File: config.mk
export PLATFORM = sky130hd
export DESIGN_NAME = collision_arbiter
export DESIGN_NICKNAME = d
export VERILOG_FILES = /design/src/rtl/collision_pkg.sv /design/src/rtl/collision_torpedo_slot.sv /design/src/rtl/collision_arbiter.sv
export SDC_FILE = /design/constraint.sdc
export NUM_CORES = 1
export LEC_CHECK = 0
export ABC_AREA = 1
export CORE_MARGIN = 2
export CORE_UTILIZATION = 40
export CTS_CLUSTER_DIAMETER = 80
export DETAILED_ROUTE_END_ITERATION = 8
export HOLD_SLACK_MARGIN = 0.03
export SYNTH_ARGS = -nofsm -noshare
export SYNTH_HDL_FRONTEND = slang
export SYNTH_SLANG_ARGS = --single-unit
export TNS_END_PERCENT = 1
File: constraint.sdc
create_clock -name clk -period 6.3 [get_ports clk]
set_clock_uncertainty 0.05 [all_clocks]
set_input_delay 1.89 -clock clk [delete_from_list [all_inputs] [get_ports clk]]
set_output_delay 1.89 -clock clk [all_outputs]
set_load 0.03 [all_outputs]
File: src/rtl/collision_pkg.sv
// Shared types, default parameters and width helpers for the collision arbiter.
package collision_pkg;

    // Score drain FSM states
    typedef enum logic {
        IDLE  = 1'b0,
        DRAIN = 1'b1
    } drain_state_t;

    // Default sizing shared with the top level
    localparam int DEF_T_NUM        = 4;
    localparam int DEF_A_NUM        = 8;
    localparam int DEF_MIN_OVERLAP  = 2;
    localparam int DEF_GRACE_FRAMES = 120;

    // Bits needed to hold a counter value 0..max_val
    function automatic int cnt_width(input int max_val);
        return (max_val < 2) ? 1 : $clog2(max_val + 1);
    endfunction

    // Bits needed to index n items
    function automatic int idx_width(input int n);
        return (n < 2) ? 1 : $clog2(n);
    endfunction

endpackage

File: src/rtl/collision_torpedo_slot.sv
// One torpedo slot: first-hit latch with lowest-index asteroid target,
// plus the per-frame committed hit flag that drives torpedo_hit.
module collision_torpedo_slot
    import collision_pkg::*;
#(
    parameter int A_NUM = DEF_A_NUM
) (
    input  logic             clk,
    input  logic             resetN,
    input  logic             i_frame_start,
    input  logic             i_game_over,
    input  logic             i_draw_torpedo,
    input  logic [A_NUM-1:0] i_draw_asteroid,
    output logic             o_hit,
    output logic [A_NUM-1:0] o_kill_onehot
);

    localparam int AW = idx_width(A_NUM);

    logic          r_acc_valid;
    logic [AW-1:0] r_acc_target;
    logic          r_snap_valid;
    logic [AW-1:0] w_first_idx;
    logic          w_overlap;

    assign w_overlap = i_draw_torpedo & (|i_draw_asteroid);

    // Lowest-index priority encoder over the asteroid draw flags
    always_comb begin
        w_first_idx = '0;
        for (int a = A_NUM - 1; a >= 0; a--) begin
            if (i_draw_asteroid[a]) begin
                w_first_idx = AW'(a);
            end
        end
    end

    // Accumulate the first hit of the frame; on frame_start snapshot it and
    // restart with whatever overlap is present in that same cycle
    always_ff @(posedge clk) begin
        if (!resetN) begin
            r_acc_valid  <= 1'b0;
            r_acc_target <= '0;
            r_snap_valid <= 1'b0;
        end else if (i_frame_start) begin
            r_snap_valid <= r_acc_valid & ~i_game_over;
            r_acc_valid  <= w_overlap;
            r_acc_target <= w_first_idx;
        end else begin
            r_snap_valid <= 1'b0;
            if (w_overlap && !r_acc_valid) begin
                r_acc_valid  <= 1'b1;
                r_acc_target <= w_first_idx;
            end
        end
    end

    // One-hot kill vector presented only in the commit cycle, so the top can
    // register the asteroid events alongside the snapshot
    always_comb begin
        o_kill_onehot = '0;
        if (i_frame_start && r_acc_valid && !i_game_over) begin
            o_kill_onehot[r_acc_target] = 1'b1;
        end
    end

    assign o_hit = r_snap_valid;

endmodule

File: src/rtl/collision_arbiter.sv
// Per-frame collision arbiter: ship/torpedo/asteroid overlap accumulation,
// frame-boundary event pulses, score drain and post-spawn grace period.
module collision_arbiter
    import collision_pkg::*;
#(
    parameter int T_NUM        = DEF_T_NUM,
    parameter int A_NUM        = DEF_A_NUM,
    parameter int MIN_OVERLAP  = DEF_MIN_OVERLAP,
    parameter int GRACE_FRAMES = DEF_GRACE_FRAMES
) (
    input  logic             clk,
    input  logic             resetN,
    input  logic             frame_start,
    input  logic             game_over,
    input  logic             draw_ship,
    input  logic [T_NUM-1:0] draw_torpedo,
    input  logic [A_NUM-1:0] draw_asteroid,
    output logic             ship_die,
    output logic [T_NUM-1:0] torpedo_hit,
    output logic [A_NUM-1:0] asteroid_hit,
    output logic             score_add,
    output logic             invulnerable
);

    localparam int SW = cnt_width(MIN_OVERLAP);
    localparam int GW = cnt_width(GRACE_FRAMES);
    localparam int PW = cnt_width(2 * A_NUM);
    localparam logic [PW:0] PMAX = {1'b0, {PW{1'b1}}};

    logic                w_ast_any;
    logic                w_ship_overlap;
    logic                w_ship_sat;
    logic [SW-1:0]       r_ship_cnt;
    logic                r_ship_die;
    logic [A_NUM-1:0]    w_kill [T_NUM];
    logic [A_NUM-1:0]    w_kill_any;
    logic [A_NUM-1:0]    r_asteroid_hit;
    logic [GW-1:0]       r_grace;
    logic [GW-1:0]       w_grace_next;
    logic                r_invuln;
    drain_state_t        r_state;
    drain_state_t        w_state_next;
    logic [PW-1:0]       r_pending;
    logic [PW-1:0]       w_pending_next;
    logic [PW-1:0]       w_pop;
    logic [PW:0]         w_net;
    logic                w_score_add;

    assign w_ast_any      = |draw_asteroid;
    assign w_ship_overlap = draw_ship & w_ast_any;
    assign w_ship_sat     = (r_ship_cnt >= SW'(MIN_OVERLAP));

    // One first-hit slot per torpedo
    generate
        for (genvar gi = 0; gi < T_NUM; gi++) begin : g_slot
            collision_torpedo_slot #(
                .A_NUM (A_NUM)
            ) u_slot (
                .clk             (clk),
                .resetN          (resetN),
                .i_frame_start   (frame_start),
                .i_game_over     (game_over),
                .i_draw_torpedo  (draw_torpedo[gi]),
                .i_draw_asteroid (draw_asteroid),
                .o_hit           (torpedo_hit[gi]),
                .o_kill_onehot   (w_kill[gi])
            );
        end
    endgenerate

    // Merge kills from all torpedoes: one bit per destroyed asteroid
    always_comb begin
        w_kill_any = '0;
        for (int t = 0; t < T_NUM; t++) begin
            w_kill_any = w_kill_any | w_kill[t];
        end
    end

    // Saturating ship overlap counter and registered ship_die/asteroid events
    always_ff @(posedge clk) begin
        if (!resetN) begin
            r_ship_cnt     <= '0;
            r_ship_die     <= 1'b0;
            r_asteroid_hit <= '0;
        end else begin
            r_asteroid_hit <= w_kill_any;
            if (frame_start) begin
                r_ship_die <= w_ship_sat & ~r_invuln & ~game_over;
                r_ship_cnt <= w_ship_overlap ? SW'(1) : '0;
            end else begin
                r_ship_die <= 1'b0;
                if (w_ship_overlap && !w_ship_sat) begin
                    r_ship_cnt <= r_ship_cnt + SW'(1);
                end
            end
        end
    end

    // Grace counter next value: a death reload beats a frame decrement
    always_comb begin
        w_grace_next = r_grace;
        if (r_ship_die) begin
            w_grace_next = GW'(GRACE_FRAMES);
        end else if (frame_start && (r_grace != '0)) begin
            w_grace_next = r_grace - GW'(1);
        end
    end

    // Grace counter and registered invulnerable flag
    always_ff @(posedge clk) begin
        if (!resetN) begin
            r_grace  <= GW'(GRACE_FRAMES);
            r_invuln <= (GRACE_FRAMES != 0);
        end else begin
            r_grace  <= w_grace_next;
            r_invuln <= (w_grace_next != '0);
        end
    end

    // Drain FSM next state: add this cycle's kills, retire one unit per DRAIN cycle
    always_comb begin
        w_state_next = r_state;
        w_score_add  = 1'b0;
        w_pop        = '0;
        for (int a = 0; a < A_NUM; a++) begin
            w_pop = w_pop + PW'(r_asteroid_hit[a]);
        end
        w_net = {1'b0, r_pending} + {1'b0, w_pop};
        if (r_state == DRAIN) begin
            w_score_add = 1'b1;
            w_net       = w_net - (PW + 1)'(1);
        end
        w_pending_next = (w_net > PMAX) ? PMAX[PW-1:0] : w_net[PW-1:0];
        case (r_state)
            IDLE:    if (w_pending_next != '0) w_state_next = DRAIN;
            DRAIN:   if (w_pending_next == '0) w_state_next = IDLE;
            default: w_state_next = IDLE;
        endcase
    end

    // Drain FSM state and pending-score register
    always_ff @(posedge clk) begin
        if (!resetN) begin
            r_state   <= IDLE;
            r_pending <= '0;
        end else begin
            r_state   <= w_state_next;
            r_pending <= w_pending_next;
        end
    end

    assign ship_die     = r_ship_die;
    assign asteroid_hit = r_asteroid_hit;
    assign score_add    = w_score_add;
    assign invulnerable = r_invuln;

endmodule

==> Word level (Yosys, flattened, before mapping) <==
Index checks and enable logic that the tools add are counted.
W data, S select, Z words.
{ "totals": {"reg_bits": 45, "mem_bits_ro": 0, "ramBits": 0, "memories": 0, "out_inout_bits": 15, "latch_bits": 0} }
{ "op_classes": {"addsub": 11, "bitwise_logic": 17, "mux": 47, "reduce_logical": 35, "multipliers": 0, "div_mod_pow": 0, "n_lt_le_gt_ge": 10, "n_eq_ne": 0, "shift": 0} }
{ "op_table": {"columns": ["cell", "n"], "rows": [
  ["$mux W3", 16],
  ["$mux W8", 4],
  ["$or A8 B8 Y8", 3],
  ["$logic_and A1 B1 Y1", 18],
  ["$lt A3 B4 Y1 const B", 4],
  ["$mux W1", 16],
  ["$add A5 B1 Y5", 3],
  ["$mux W7", 2],
  ["$reduce_bool A7 Y1", 2],
  ["$demux W1 S3", 4],
  ["$ge A3 B1 Y1 const B", 4],
  ["$and A1 B1 Y1", 11],
  ["$reduce_bool A2 Y1", 5],
  ["$reduce_or A8 Y1", 1],
  ["$sub A7 B1 Y7 const B", 1],
  ["$add A5 B5 Y6", 1],
  ["$gt A6 B5 Y1 const B", 1],
  ["$logic_not A1 Y1", 6],
  ["$mux W6", 1],
  ["$sub A6 B1 Y6 const B", 1],
  ["$add A4 B1 Y5", 1],
  ["$logic_not A5 Y1", 1],
  ["$mux W5", 1],
  ["$reduce_bool A5 Y1", 1],
  ["other kinds (9)", 12]
]} }

==> Longest topological paths before layout <==
{ "logic_depth": {"ltp_word": 15, "mapped_depth": 19, "ltp_nobuf": 19} }

==> Cells and area by module <==
From an unflattened synthesis, not the netlist that was laid out.
{ "hier_totals": {"hier_cells": 494, "area_unflattened_um2": 3079.2} }
{ "modules_own_cells": {"columns": ["module", "area_per_inst_um2", "instances", "seq_area_each_um2", "cells_per_inst"], "rows": [
  ["collision_arbiter", 1569.0, 1, 500.5, 221],
  ["collision_torpedo_slot at g_slot[1].u_slot ...", 375.4, 3, 100.1, 68],
  ["collision_torpedo_slot at g_slot[0].u_slot", 384.1, 1, 100.1, 69]
]} }

==> Least setup slack after synthesis <==
No wires, ideal clock.
{ "synth_path": {"kind": "register to register", "from": "register r_asteroid_hit[1] (netlist: asteroid_hit[1])", "to": "register r_state", "arrival_ns": 3.647, "setup_ns": 0.112, "path_stages_with_launch": 18, "setup_slack_ns": 2.491, "cell_sequence": "dfxtp_1 -> fa_1 -> inv_1 -> fa_1 -> fa_1 -> inv_1 -> fa_1 -> fa_1 -> inv_1 -> ha_1 -> nand2_1 -> xor2_1 -> inv_2 -> nand2_1 -> nor2_1 -> nand2_1 -> nand2_1 -> nand2_1"} }
{ "synth_between": {"elab_chain_cells": 15, "elab_cells_between_ends": 17} }
{ "synth_rtl": {"columns": ["element", "line_no", "rtl"], "rows": [
  ["start: declaration", "collision_arbiter.sv:37", "logic [A_NUM-1:0] r_asteroid_hit;"],
  ["start signal: assignment", "collision_arbiter.sv:86", "r_asteroid_hit <= w_kill_any;"],
  ["$add A1 B1 Y2 *", "collision_arbiter.sv:126", "w_pop = w_pop + PW'(r_asteroid_hit[a]);"],
  ["$add A2 B1 Y3 *", "collision_arbiter.sv:126", null],
  ["$add A3 B1 Y4 *", "collision_arbiter.sv:126", null],
  ["$add A4 B1 Y5 *", "collision_arbiter.sv:126", null],
  ["$add A5 B1 Y5 * (3 in series)", "collision_arbiter.sv:126", null],
  ["$add A5 B5 Y6 *", "collision_arbiter.sv:128", "w_net = {1'b0, r_pending} + {1'b0, w_pop};"],
  ["$sub A6 B1 Y6", "collision_arbiter.sv:131", "w_net = w_net - (PW + 1)'(1);"],
  ["$mux W6 *", "collision_arbiter.sv:129", "if (r_state == DRAIN) begin"],
  ["$gt A6 B5 Y1", "collision_arbiter.sv:133", "w_pending_next = (w_net > PMAX) ? PMAX[PW-1:0] : w_net[PW-1:0];"],
  ["$mux W5 *", "collision_arbiter.sv:133", null],
  ["$logic_not A5 Y1 or $reduce_bool A5 Y1 (tied branches)", "collision_arbiter.sv:136, collision_arbiter.sv:135", null],
  ["$mux W1, on equally long branches", "collision_arbiter.sv:136, collision_arbiter.sv:135", null],
  ["$pmux W1 S2 *", "collision_arbiter.sv:134", "case (r_state)"],
  ["end signal: assignment", "collision_arbiter.sv:147", "r_state <= w_state_next;"],
  ["end: declaration", "collision_arbiter.sv:41", "drain_state_t r_state;"]
]} }
Mark *: on every way between the ends. The rest lies on a longest branch, timed or not.
A chain may end at the register's enable or synchronous reset.

==> Worst setup path after layout <==
{ "layout_path": {"from": "register r_asteroid_hit[0] (netlist: asteroid_hit[0])", "to": "register r_state"} }
The elaborated chain is that of the path after synthesis.

==> results by group <==
Place
  – IO buf count: 31
  – GP Congestion: 0.864
  – Post-DP HPWL: 4.70 mm
  – Pre-CTS WS: 2.25 ns

Timing
  – Hold slack: 0.398 ns
  – Fmax: 0.257 GHz
  – Sum Neg Setup Slack: 0 ns
  – Endpoints failing hold: 0
  – Final worst slack: 2.40 ns
  – Slew HR: 0.510
  – Setup violation total in the final timing report: 0
  – Period utilization: 0.618
  – Slew Viols, Final: 0
  – Tmin final: 3.90 ns
  – RSZ-0062 raised after global routing: false
  – Worst Tran Pin Value: 0.734 ns

Route
  – DR vias/cell: 4.99
  – Routed via count: 2524
  – First-pass DRT Iterations: 4
  – Final WL: 5.87 mm
  – WL per Instance: 11.6 µm
  – Initial DRC Count: 100
  – DRC errors left: 0
  – Detail Route Antenna Nets: 0

Worst setup path
  – Crit-path cells: fa_1 > inv_1 > fa_1 > fa_1 > inv_1 > fa_1 > fa_1 > inv_1 > ha_1 > nand2_1 > xor2_1 > inv_2 > nand2_1 > nor2_1 > nand2_1 > nand2_1 > nand2_1
  – CP max-delay cell: fa_1
  – CP Data Required Time: 6.43 ns
  – Startpoint class of the critical path: flip-flop
  – Slowest cell delay on critical path: 0.54 ns
  – Critical path buffers and inverters: 4
  – Critical Path AT: 4.03 ns
  – CP Class: flip-flop to flip-flop
  – Crit end category: flip-flop
  – CP max FO: 3
  – Critical path's top delay family: adder cells

Clock network
  – Total setup buffers inserted after CTS: 0
  – Root Driver: clkbuf_8
  – TritonCTS Buffers: 5
  – CTS tree: yes
  – CTS max path bufs: 2
  – Total clock sinks: 45
  – Skew-Pair Late Insertion Delay: 0.29 ns
  – Hold-fix buffers, CTS: 0
  – CTS clk-pin slew, worst paths: 0.08 ns
  – H-tree Lvls: 2
  – # resized after CTS: 0

Logic synthesis
  – Syn_nets: 429
  – Seq/Total Area, Yosys: 0.325
  – Post-Synth Simple-Gate Area: 0.371
  – Netlist cell types: 37
  – Largest family of logic cells by synthesized area: simple AND/OR/NAND/NOR gates
  – Dominant synthesized flop cell: dfxtp_1
  – Yosys warns: 0
  – Synth Area in Compound Gates: 0.0911
  – Asr flop ratio synth: 0
  – Flops & latches, synth: 45
  – Multiplexer share of the synthesized area: 0
  – Mean Syn Cell Area: 6.99 µm²
  – Synthesized area: 2770 µm²
  – Post-synthesis xor/xnor area fraction: 0.00947
  – Mapped Cells: 397
  – Post-Synth Adder-Cell Area: 0.0812
  – Number of synthesized flops with an enable pin: 0

Global routing
  – Overall routing resource usage: 0.167
  – Largest net degree at the start of global routing: 24
  – Initial antenna violation count: 0
  – Vias in the first global route: 2292
  – First-pass GRT wire length: 10.3 mm
  – GRT overflow: 0

Finish
  – Fraction of layout cells with a size suffix above 1: 0.113
  – Area growth syn-to-layout: 15.7%
  – Antenna cells: 0
  – Fillers: 737
  – Nets: 457

Run status
  – Status: finished, final reports clean

Power
  – Leak: 1.47 nW
  – Power per cell area: 264 nW/µm²
  – IR Drop Worst-Case VDD: 0.000102 V

Die
  – I/O pin count: 32
  – Die Area: 7620 µm²
  – Rows: 30
  – Initial Utilization: 0.411
  – Core ar.: 6760 µm²
  – Die Ht: 87.3 µm
  – Die Wd: 87.3 µm

Run
  – Max Cap Violations: 0

Worst hold path
  – Hold Path Class: flip-flop to flip-flop
## logic make-up after synthesis
logic type,after synthesis
fa+ha+maj,15
buf+inv,84
xor+xnor,3
flops,45
simple gates,207
compound gates,43
## worst register-to-register path, stage by stage, from the launching register on
cell and delay, ns:
dfxtp_1 0.33, fa_1 0.54, inv_1 0.06, fa_1 0.45, fa_1 0.49, inv_1 0.05
fa_1 0.42, fa_1 0.50, inv_1 0.12, ha_1 0.15, nand2_1 0.08, xor2_1 0.19
inv_2 0.06, nand2_1 0.04, nor2_1 0.10, nand2_1 0.05, nand2_1 0.05, nand2_1 0.06
## registers in the layout (all words and copies together), names as in the netlist
signal	cells
asteroid_hit	8
ship_die	1
invulnerable	1
r_ship_cnt	2
r_state	1
g_slot.u_slot.r_acc_target	12
r_pending	5
g_slot.u_slot.o_hit	4
r_grace	7
g_slot.u_slot.r_acc_valid	4
## report_power, final
part / internal (mW) / switching, mW / leakage (nW)
registers: 0.314 / 0.0241 / 0.370
clock network: 0.0769 / 0.0907 / 0.0450
logic: 0.132 / 0.210 / 1.05
total: 0.523 / 0.325 / 1.47
## cell usage in the layout (no fill, tap or decap), drive strengths merged
| cell type | count |
|---|---|
| nand3 | 33 |
| nor3 | 8 |
| ha | 10 |
| and2 | 1 |
| fa | 5 |
| xor2 | 1 |
| o21ai | 12 |
| a21oi | 16 |
| clkbuf | 6 |
| a22oi | 5 |
| a31oi | 6 |
| nand2 | 81 |
| nand4 | 20 |
| nor3b | 1 |
| clkinv | 3 |
| a41oi | 3 |
| xnor2 | 2 |
| inv | 73 |
| clkdlybuf4s50 | 31 |
| dfxtp | 45 |
| nor2 | 61 |
| o21a | 1 |
| nor4 | 2 |
## layer usage
layer,up-vias,global-route usage,part of all wire
met4,0,0.0545,0.014
met3,8,0.0161,0.036
li1,1330,-,-
met1,1135,0.226,0.49
met2,51,0.278,0.46
met5,-,0,0
## through the flow
stage               cells  utilization  total power, mW  cell area [µm²]
floorplan             397            -            0.613             2770
global placement      498        0.463            0.687             3130
detailed placement    498        0.463            0.688             3130
CTS                   506        0.475            0.858             3210
global route          506        0.475            0.923             3210
finish                506        0.475            0.847             3210
## cell type report
class / instances / area (µm²) / share of cell area
clock buffers: 6 / 72.6 / 0.0226
clock inverters: 2 / 10.0 / 0.00312
inverters: 74 / 280 / 0.0874
multi-input cells: 268 / 1530 / 0.478
flip-flops and latches: 45 / 901 / 0.281
well taps: 80 / 100 / 0.0312
repair buffers: 31 / 310 / 0.0967
## path summary, 6_finish.rpt
check                        startpoint  depth (start not counted)  slack [ns]                  end
min             invulnerable$_SDFF_PN1_                          1        0.40  ship_die$_SDFF_PN0_
min reg2reg     invulnerable$_SDFF_PN1_                          1        0.40  ship_die$_SDFF_PN0_
max reg2reg  asteroid_hit[0]$_SDFF_PN0_                         17        2.40   r_state$_SDFF_PN0_
max          asteroid_hit[0]$_SDFF_PN0_                         17        2.40   r_state$_SDFF_PN0_
## synthesized netlist by cell type, types with 2 or more instances
| master | instances | area share |
|---|---|---|
| a21oi_1 | 15 | 0.027 |
| a22oi_1 | 5 | 0.014 |
| a31oi_1 | 6 | 0.014 |
| a41oi_1 | 3 | 0.0095 |
| buf_2 | 2 | 0.0036 |
| buf_4 | 5 | 0.014 |
| clkbuf_1 | 2 | 0.0027 |
| dfxtp_1 | 45 | 0.32 |
| fa_1 | 5 | 0.036 |
| ha_1 | 10 | 0.045 |
| inv_1 | 63 | 0.085 |
| inv_2 | 9 | 0.012 |
| nand2_1 | 68 | 0.092 |
| nand2_2 | 10 | 0.023 |
| nand2_4 | 3 | 0.012 |
| nand3_1 | 27 | 0.049 |
| nand3_2 | 6 | 0.022 |
| nand4_1 | 19 | 0.043 |
| nor2_1 | 54 | 0.073 |
| nor2_2 | 4 | 0.0090 |
| nor2_4 | 2 | 0.0081 |
| nor3_1 | 6 | 0.011 |
| nor3_2 | 2 | 0.0072 |
| nor4_1 | 2 | 0.0045 |
| o21ai_0 | 2 | 0.0036 |
| o21ai_1 | 10 | 0.018 |
| xnor2_1 | 2 | 0.0063 |
(Power assumes the default switching activity.)
